==> src/rtl/pp_pipeline_accel_frame_sink_pkg.sv <==
// pp_pipeline_accel_frame_sink_pkg: shared state encoding and default widths
// for the frame sink.
`default_nettype none

package pp_pipeline_accel_frame_sink_pkg;

    localparam int unsigned PIX_W_DEFAULT = 24;
    localparam int unsigned DIM_W_DEFAULT = 16;

    typedef enum logic [2:0] {
        ST_IDLE   = 3'd0,
        ST_DIM    = 3'd1,
        ST_STREAM = 3'd2,
        ST_DRAIN  = 3'd3,
        ST_DONE   = 3'd4
    } state_e;

endpackage

`default_nettype wire

==> src/rtl/pp_pipeline_accel_axis_reg.sv <==
// pp_pipeline_accel_axis_reg: one-deep valid/ready output register; the
// payload only changes on load, so it holds stable while stalled.
`default_nettype none

module pp_pipeline_accel_axis_reg #(
    parameter int unsigned W = 26
) (
    input  logic         clk,
    input  logic         rst,
    input  logic         load_i,
    input  logic [W-1:0] data_i,
    input  logic         ready_i,
    output logic         valid_o,
    output logic [W-1:0] data_o
);

    logic         valid_q;
    logic [W-1:0] data_q;

    // The producer only asserts load_i when the slot is empty or draining.
    always_ff @(posedge clk) begin
        if (rst) begin
            valid_q <= 1'b0;
            data_q  <= '0;
        end else if (load_i) begin
            valid_q <= 1'b1;
            data_q  <= data_i;
        end else if (ready_i) begin
            valid_q <= 1'b0;
        end
    end

    assign valid_o = valid_q;
    assign data_o  = data_q;

endmodule

`default_nettype wire

==> src/rtl/pp_pipeline_accel_frame_sink.sv <==
// pp_pipeline_accel_frame_sink: pops one rows/cols pair per ap_ctrl_chain call
// and streams rows*cols pixels out as AXI4-Stream video with SOF/EOL.
`default_nettype none

module pp_pipeline_accel_frame_sink
    import pp_pipeline_accel_frame_sink_pkg::*;
#(
    parameter int unsigned PIX_W = PIX_W_DEFAULT,
    parameter int unsigned DIM_W = DIM_W_DEFAULT
) (
    input  logic             ap_clk,
    input  logic             ap_rst,
    input  logic             ap_start,
    output logic             ap_done,
    input  logic             ap_continue,
    output logic             ap_idle,
    output logic             ap_ready,
    input  logic [31:0]      rows_c_dout,
    input  logic [2:0]       rows_c_num_data_valid,
    input  logic [2:0]       rows_c_fifo_cap,
    input  logic             rows_c_empty_n,
    output logic             rows_c_read,
    input  logic [31:0]      cols_c_dout,
    input  logic [2:0]       cols_c_num_data_valid,
    input  logic [2:0]       cols_c_fifo_cap,
    input  logic             cols_c_empty_n,
    output logic             cols_c_read,
    input  logic [PIX_W-1:0] px_dout,
    input  logic             px_empty_n,
    output logic             px_read,
    output logic [PIX_W-1:0] out_tdata,
    output logic             out_tvalid,
    input  logic             out_tready,
    output logic             out_tuser,
    output logic             out_tlast
);

    localparam logic [DIM_W-1:0] c_ONE = DIM_W'(1);

    state_e             state_q, state_d;
    logic               done_reg_q, done_reg_d;
    logic [DIM_W-1:0]   rows_q, rows_d;
    logic [DIM_W-1:0]   cols_q, cols_d;
    logic [DIM_W-1:0]   row_q, row_d;
    logic [DIM_W-1:0]   col_q, col_d;

    logic               w_pop_dims;
    logic               w_px_pop;
    logic               w_col_last;
    logic               w_row_last;
    logic               w_first;
    logic [DIM_W-1:0]   w_rows_in;
    logic [DIM_W-1:0]   w_cols_in;
    logic [PIX_W+1:0]   w_reg_out;
    logic               w_unused;

    assign w_rows_in  = rows_c_dout[DIM_W-1:0];
    assign w_cols_in  = cols_c_dout[DIM_W-1:0];

    // Both dimension FIFOs are always popped together or not at all.
    assign w_pop_dims = (state_q == ST_DIM) & rows_c_empty_n & cols_c_empty_n & ~ap_rst;
    assign w_px_pop   = (state_q == ST_STREAM) & px_empty_n
                      & (~out_tvalid | out_tready) & ~ap_rst;

    // Zero dimensions never reach STREAM, so the minus-one cannot wrap.
    assign w_col_last = (col_q == cols_q - c_ONE);
    assign w_row_last = (row_q == rows_q - c_ONE);
    assign w_first    = (row_q == '0) & (col_q == '0);

    always_ff @(posedge ap_clk) begin
        if (ap_rst) begin
            state_q    <= ST_IDLE;
            done_reg_q <= 1'b0;
            rows_q     <= '0;
            cols_q     <= '0;
            row_q      <= '0;
            col_q      <= '0;
        end else begin
            state_q    <= state_d;
            done_reg_q <= done_reg_d;
            rows_q     <= rows_d;
            cols_q     <= cols_d;
            row_q      <= row_d;
            col_q      <= col_d;
        end
    end

    always_comb begin
        state_d    = state_q;
        done_reg_d = done_reg_q & ~ap_continue;
        rows_d     = rows_q;
        cols_d     = cols_q;
        row_d      = row_q;
        col_d      = col_q;
        case (state_q)
            ST_IDLE: begin
                if (ap_start & (~done_reg_q | ap_continue)) begin
                    state_d = ST_DIM;
                end
            end
            ST_DIM: begin
                if (w_pop_dims) begin
                    rows_d = w_rows_in;
                    cols_d = w_cols_in;
                    row_d  = '0;
                    col_d  = '0;
                    if ((w_rows_in == '0) | (w_cols_in == '0)) begin
                        state_d = ST_DONE;
                    end else begin
                        state_d = ST_STREAM;
                    end
                end
            end
            ST_STREAM: begin
                if (w_px_pop) begin
                    if (w_col_last) begin
                        col_d = '0;
                        row_d = row_q + c_ONE;
                        if (w_row_last) begin
                            state_d = ST_DRAIN;
                        end
                    end else begin
                        col_d = col_q + c_ONE;
                    end
                end
            end
            ST_DRAIN: begin
                if (out_tvalid & out_tready) begin
                    state_d = ST_DONE;
                end
            end
            ST_DONE: begin
                done_reg_d = ~ap_continue;
                if (ap_continue) begin
                    state_d = ap_start ? ST_DIM : ST_IDLE;
                end
            end
            default: begin
                state_d = ST_IDLE;
            end
        endcase
    end

    pp_pipeline_accel_axis_reg #(
        .W (PIX_W + 2)
    ) u_out_reg (
        .clk     (ap_clk),
        .rst     (ap_rst),
        .load_i  (w_px_pop),
        .data_i  ({w_first, w_col_last, px_dout}),
        .ready_i (out_tready),
        .valid_o (out_tvalid),
        .data_o  (w_reg_out)
    );

    assign out_tuser   = w_reg_out[PIX_W+1];
    assign out_tlast   = w_reg_out[PIX_W];
    assign out_tdata   = w_reg_out[PIX_W-1:0];

    assign ap_done     = done_reg_q | (state_q == ST_DONE);
    assign ap_idle     = (state_q == ST_IDLE) & ~ap_start;
    assign ap_ready    = w_pop_dims;
    assign rows_c_read = w_pop_dims;
    assign cols_c_read = w_pop_dims;
    assign px_read     = w_px_pop;

    // Occupancy/capacity and the upper dimension bits are not needed here.
    assign w_unused = ^{rows_c_num_data_valid, rows_c_fifo_cap, rows_c_dout,
                        cols_c_num_data_valid, cols_c_fifo_cap, cols_c_dout};

endmodule

`default_nettype wire

==> config.mk <==
export PLATFORM = sky130hd
export DESIGN_NAME = pp_pipeline_accel_frame_sink
export DESIGN_NICKNAME = d
export VERILOG_FILES = /design/src/rtl/pp_pipeline_accel_frame_sink_pkg.sv /design/src/rtl/pp_pipeline_accel_axis_reg.sv /design/src/rtl/pp_pipeline_accel_frame_sink.sv
export SDC_FILE = /design/constraint.sdc
export NUM_CORES = 1
export LEC_CHECK = 0
export ABC_AREA = 1
export BUFFER_PORTS_ARGS = -buffer_cell sky130_fd_sc_hd__buf_4
export CAP_MARGIN = 30
export CORE_MARGIN = 2
export CORE_UTILIZATION = 58
export CTS_CLUSTER_SIZE = 24
export DETAILED_ROUTE_END_ITERATION = 7
export GPL_TIMING_DRIVEN = 0
export HOLD_SLACK_MARGIN = 0.06
export PLACE_DENSITY = 0.87
export SYNTH_ARGS = -nofsm -noshare
export SYNTH_HDL_FRONTEND = slang
export SYNTH_SLANG_ARGS = --single-unit
==> constraint.sdc <==
create_clock -name ap_clk -period 5.3 [get_ports ap_clk]
set_input_delay 1.06 -clock ap_clk [delete_from_list [all_inputs] [get_ports ap_clk]]
set_output_delay 1.06 -clock ap_clk [all_outputs]
set_load 0.005 [all_outputs]
# Yosys cells after proc, flatten, opt, wreduce, memory -nomap -nowiden
# Cells that the tools add are included.
# W data, S select, Z words.
dict set report op_classes {
  n_addsub 4
  eq_ne 13
  muxes 20
  bitwise_logic 20
  reduce_logical 11
}
# operator n
set ops {}
lappend ops {{$mux W16} 5}
lappend ops {{$logic_not A16 Y1} 4}
lappend ops {{$pmux W16 S2} 2}
lappend ops {{$add A16 B1 Y16 const B} 2}
lappend ops {{$eq A16 B16 Y1} 2}
lappend ops {{$sub A16 B1 Y16 const B} 2}
lappend ops {{$mux W3} 8}
lappend ops {{$pmux W3 S5} 1}
lappend ops {{$ne A2 B2 Y1 const B} 7}
lappend ops {{$and A1 B1 Y1} 11}
lappend ops {{$reduce_and A7 Y1} 1}
lappend ops {{$eq A3 B2 Y1 const B} 2}
lappend ops {{$not A1 Y1} 5}
lappend ops {{$mux W1} 4}
lappend ops {{$or A1 B1 Y1} 4}
lappend ops {{$reduce_and A4 Y1} 1}
lappend ops {{$reduce_bool A2 Y1} 2}
lappend ops {{$eq A3 B1 Y1 const B} 1}
lappend ops {{$eq A3 B3 Y1 const B} 1}
lappend ops {{$logic_not A3 Y1} 1}
lappend ops {{$reduce_and A3 Y1} 1}
lappend ops {{$reduce_and A2 Y1} 1}
dict set report totals {
  ff_bits 95
  inputBits 108
  wordCells 76
}

# Longest topological paths before layout
dict set report logic_depth {
  ltp_word 6
  ltp_mapped 17
  mapped_depth_nobuf 17
}

# By module
# Synthesis repeated with hierarchy kept, for this count alone.
dict set report unflattened {
  hier_cells 857
  hier_area_um2 5749.3
}
# module instances cells_per_inst area_per_inst_um2 seq_area_each_um2
set modules_own_cells {}
lappend modules_own_cells {pp_pipeline_accel_frame_sink 1 740 4782.1 1361.3}
lappend modules_own_cells {pp_pipeline_accel_axis_reg 1 117 967.2 540.5}

# Worst setup path before layout
# No wires, ideal clock.
dict set report synth_path {
  path_type {input -> output}
  from {input ap_rst}
  to {output cols_c_read}
  t_arrival_ns 2.201
  required_time_ns 4.240
  setup_slack_ns 2.039
  stages 6
  path_buffers 3
  path_cell_list {inv_2 > nand3_1 > nor2_1 > clkbuf_1 > clkbuf_1 > buf_4}
}
dict set report synth_via {
  elab_chain_len 2
}
# item line_no
set synth_rtl {}
lappend synth_rtl {{start, declared} pp_pipeline_accel_frame_sink.sv:12} ;# input logic ap_rst,
lappend synth_rtl {{$not A1 Y1} pp_pipeline_accel_frame_sink.sv:61} ;# assign w_pop_dims = (state_q == ST_DIM) & rows_c_empty_n & cols_c_empty_n & ~ap_rst;
lappend synth_rtl {{$and A1 B1 Y1} pp_pipeline_accel_frame_sink.sv:61}
lappend synth_rtl {{end, declared} pp_pipeline_accel_frame_sink.sv:27} ;# output logic cols_c_read,
# No other way between the ends.

# Final worst setup path
# Ends and elaborated chain as after synthesis.

==> results summary <==
The final clock skew is 0.0113 ns. The time the worst path needs with I/O delays and setup is 4.00 ns. After Yosys synthesis, full adders, half adders and majority gates account for 1.37% of the synthesized area.

The number of clock buffers inserted by TritonCTS came out at 9. The startpoint identified for the worst hold timing path is u_out_reg.data_o[18]. The area of all placed cells without fillers is 6580 µm².

In the finished design, the share of the clock period the worst path needs comes to 75.4%. Setup repair after global routing left no endpoint under its margin. Of the total synthesized cell area, the portion taken by XOR and XNOR cells is under 10%. The kind of start point of the critical path is a primary input.

The worst ir drop on vdd is 0.184 mV. After synthesis, the cell types taking the most area are dfxtp_1, nand2_1, nor2_1, o21ai_0, xor2_1. For the worst-skew pair, the clock arrives at the later sink with an insertion delay of about 0.36 ns. For this run, the top clock speed supported by timing is about 250 MHz.

The starting density of the core is between 50% and 60%. The total grt overflow came out at 0. The ratio of cells with drive above 1 in the final layout is 14.2%.

Averaged over all synthesized cells, the footprint is around 6.6 µm². After detailed routing, the number of vias per cell comes to 5.47. The DRC violation count after routing is 0. The count of yosys warnings during synthesis came out at 0. The run finished with clean final reports.

The number of vias in the routed layout is 5752. The number of nets produced by synthesis is 944. The floorplan step set the die width to 101 µm. The relative slew slack came out at ~56%. The critical-path maximum fanout is 12.

The count of endpoints failing setup in the final report came out at 0. The synthesized netlist devotes 9.98% of its cell area to compound gates. After clock tree synthesis, the setup repair step added 0 buffers. Synthesis produced a netlist whose cell count is 830. The wire length per cell after detailed routing came out at 13.5 µm.

The total detailed-routing wirelength is 14200 µm. In the post-route analysis, the smallest setup slack over all paths is 1.30 ns. The H-tree level count came out at 3. The global routing usage summed across all routing layers is approximately 29%. The area of the mapped netlist is 5480 µm². The CTS sink count is between 90 and 100. Max-cap violations in this run came to 0. STA classifies the critical path endpoint as an output pin. The top-level I/O count came out at 141. In this run the critical register-to-register path is launched from rows_q[0]. The count of state elements after synthesis is between 90 and 100. The maximum number of pins on one net before global-route repair is 17. Relative to the synthesized area, the layout overhead comes to 20.1%. After synthesis, the largest family of logic cells by area is simple AND/OR/NAND/NOR gates. Of the total synthesized cell area, the portion taken by AND, OR, NAND and NOR gates is 36.5%. Once layout is complete, the utilization of the core stands at a little under three quarters.

Measured against the total synthesized area, the mux share comes to 0%. By startpoint and endpoint, the worst setup path is classified as primary input to output pin. The netlist uses 33 different library cells. Among all flip-flop cells after synthesis, the most frequent one is dfxtp_1. Data on the critical path is required at its endpoint by 4.24 ns. Summed over all cells, the static leakage comes to between 0.002 and 0.003 µW. The number of buffers inserted for hold repair after clock tree synthesis is 0. In the final layout, the multi-input gates occupy roughly 3100 µm². The starting DRC count in detailed routing came out at 311.

The part of the Yosys area used for sequential elements is 34.7%. The number of cell rows is 35. TritonCTS built the clock tree.

The most critical setup path has its startpoint at ap_rst. The number of antenna violations at the first check in global routing came out at 0. The signal arrival time at the worst endpoint is 2.94 ns. After detailed placement, the total cell area comes to 6340 µm². The first TritonRoute pass finished after 5 iterations.

The power density over cell area came out at 314 nW/µm². Power comes to a little over 2000 µW. The number of enable-type register cells in the synthesized netlist is 0. The area enclosed by the die boundary came out at between 10000 and 15000 µm². The total count of hold-check failures in the final report came out at 0.

The transition time at the pin with the least slew margin is 0.665 ns. The synthesized design spends more area on one cell type than any other, namely dfxtp_1. The vertical extent of the die came out at 101 µm. Once detail routing completed, the nets flagged for antenna violations numbered 0. The number of filler instances in the final layout came out at between 800 and 900. Buffers placed on the I/O ports in this run total 96. Once detailed placement completed, the half-perimeter wirelength came to roughly 11000 µm. The post-route setup TNS came out at 0 ns. Before CTS, the worst setup slack after placement is 1.31 ns.

The fraction of synthesized cell area taken by the top area cell type is 34.7%. The share of async-settable or async-resettable flops after synthesis is 0%. The register clock-pin slew on the reported worst setup and hold paths came out at 0.09 ns.

The first global-routing pass estimated 23900 µm of wire. No sink is reached through more buffers than the 2 on the longest clock path. The placer congestion estimate came out at 0.947. The count of pins over their slew limit came to 0.

The net count of the finished layout is 1051. The footprint of the flip-flops and latches came out at 1900 µm². The tree is rooted in a clkbuf_8. The core outline area came out at 9200 µm². The via count of the first global-routing pass came out at 5288. The number of gates resized after CTS was 0. The min-delay analysis places its worst path in the category flip-flop to flip-flop.

The repair_antennas step left the layout with diodes totalling 0.
==> per-stage QoR <==
step	cells	hold slack, ns
after floorplan	830	0.452
after global placement	1037	0.465
after detailed placement	1037	0.469
after CTS	1052	0.491
after global routing	1052	0.512
final	1052	0.492
==> final timing paths <==
check                               to  cells past startpoint  slack [ns]
setup / recovery           cols_c_read                      8        1.30
hold / removal    u_out_reg.data_o[18]                      2        0.49
setup reg to reg            state_q[0]                     16        2.94
hold reg to reg   u_out_reg.data_o[18]                      2        0.49
==> cells by family after synthesis <==
| group | count (synthesis) |
|---|---|
| and+or+nand+nor | 452 |
| buffers and inverters | 112 |
| AOI/OAI and AO/OA | 108 |
| DFF | 95 |
| xor gates and xnor gates | 57 |
| adders and majority gates | 6 |
==> area by class of cell <==
cell class	instances	share of cell area, %
multi-input cells	623	47.5
flip-flops and latches	95	28.9
repair buffers	96	11.0
inverters	75	4.28
plain buffers	37	2.63
well taps	111	2.11
clock buffers	9	1.88
clock inverters	6	1.77
==> synthesized netlist by cell type (11+ instances only) <==
cell        n
nor4_1     17
inv_1      72
nand3b_1   11
nand2_1   226
xor2_1     38
nor3_1     11
a21oi_1    37
nor2_1     96
dfxtp_1    95
o21ai_0    68
clkbuf_1   28
nand3_1    62
nand4_1    11
xnor2_1    19
==> sequential cells by signal, indices dropped and copies added, names as in the netlist <==
signal             count
rows_q                16
u_out_reg.valid_o      1
row_q                 16
col_q                 16
done_reg_q             1
state_q                3
cols_q                16
u_out_reg.data_o      26
==> worst max-delay path, stage by stage <==
cell and delay [ns]:
buf_4 0.12, inv_2 0.17, nand3_1 0.16, nor2_1 0.31, clkbuf_1 0.42, clkbuf_1 0.40, buf_4 0.18, buf_4 0.10
==> power by group <==
part	internal (µW)	total [µW]	switching, µW
combinational	264	668	405
sequential	768	821	53.6
clock	315	576	261
total	1350	2070	720
==> routing by layer <==
metal | up-vias | track usage, % | routed length, µm
met1 | 2613 | 37.1 | 6140
li1 | 2880 | - | -
met3 | 36 | 5.80 | 1080
met5 | - | 0 | 0
met2 | 223 | 47.7 | 6620
met4 | 0 | 10.6 | 389
==> placed cells by master (no fill, tap or decap), types with 17 or more instances in the layout <==
master and count:
nand2_1 226, buf_4 98, nor2_1 96, dfxtp_1 95, inv_1 72, o21ai_0 68, nand3_1 62, xor2_1 38
a21oi_1 37, clkbuf_1 28, xnor2_1 19, nor4_1 17
Note: power is estimated with default switching activity, not from simulation.
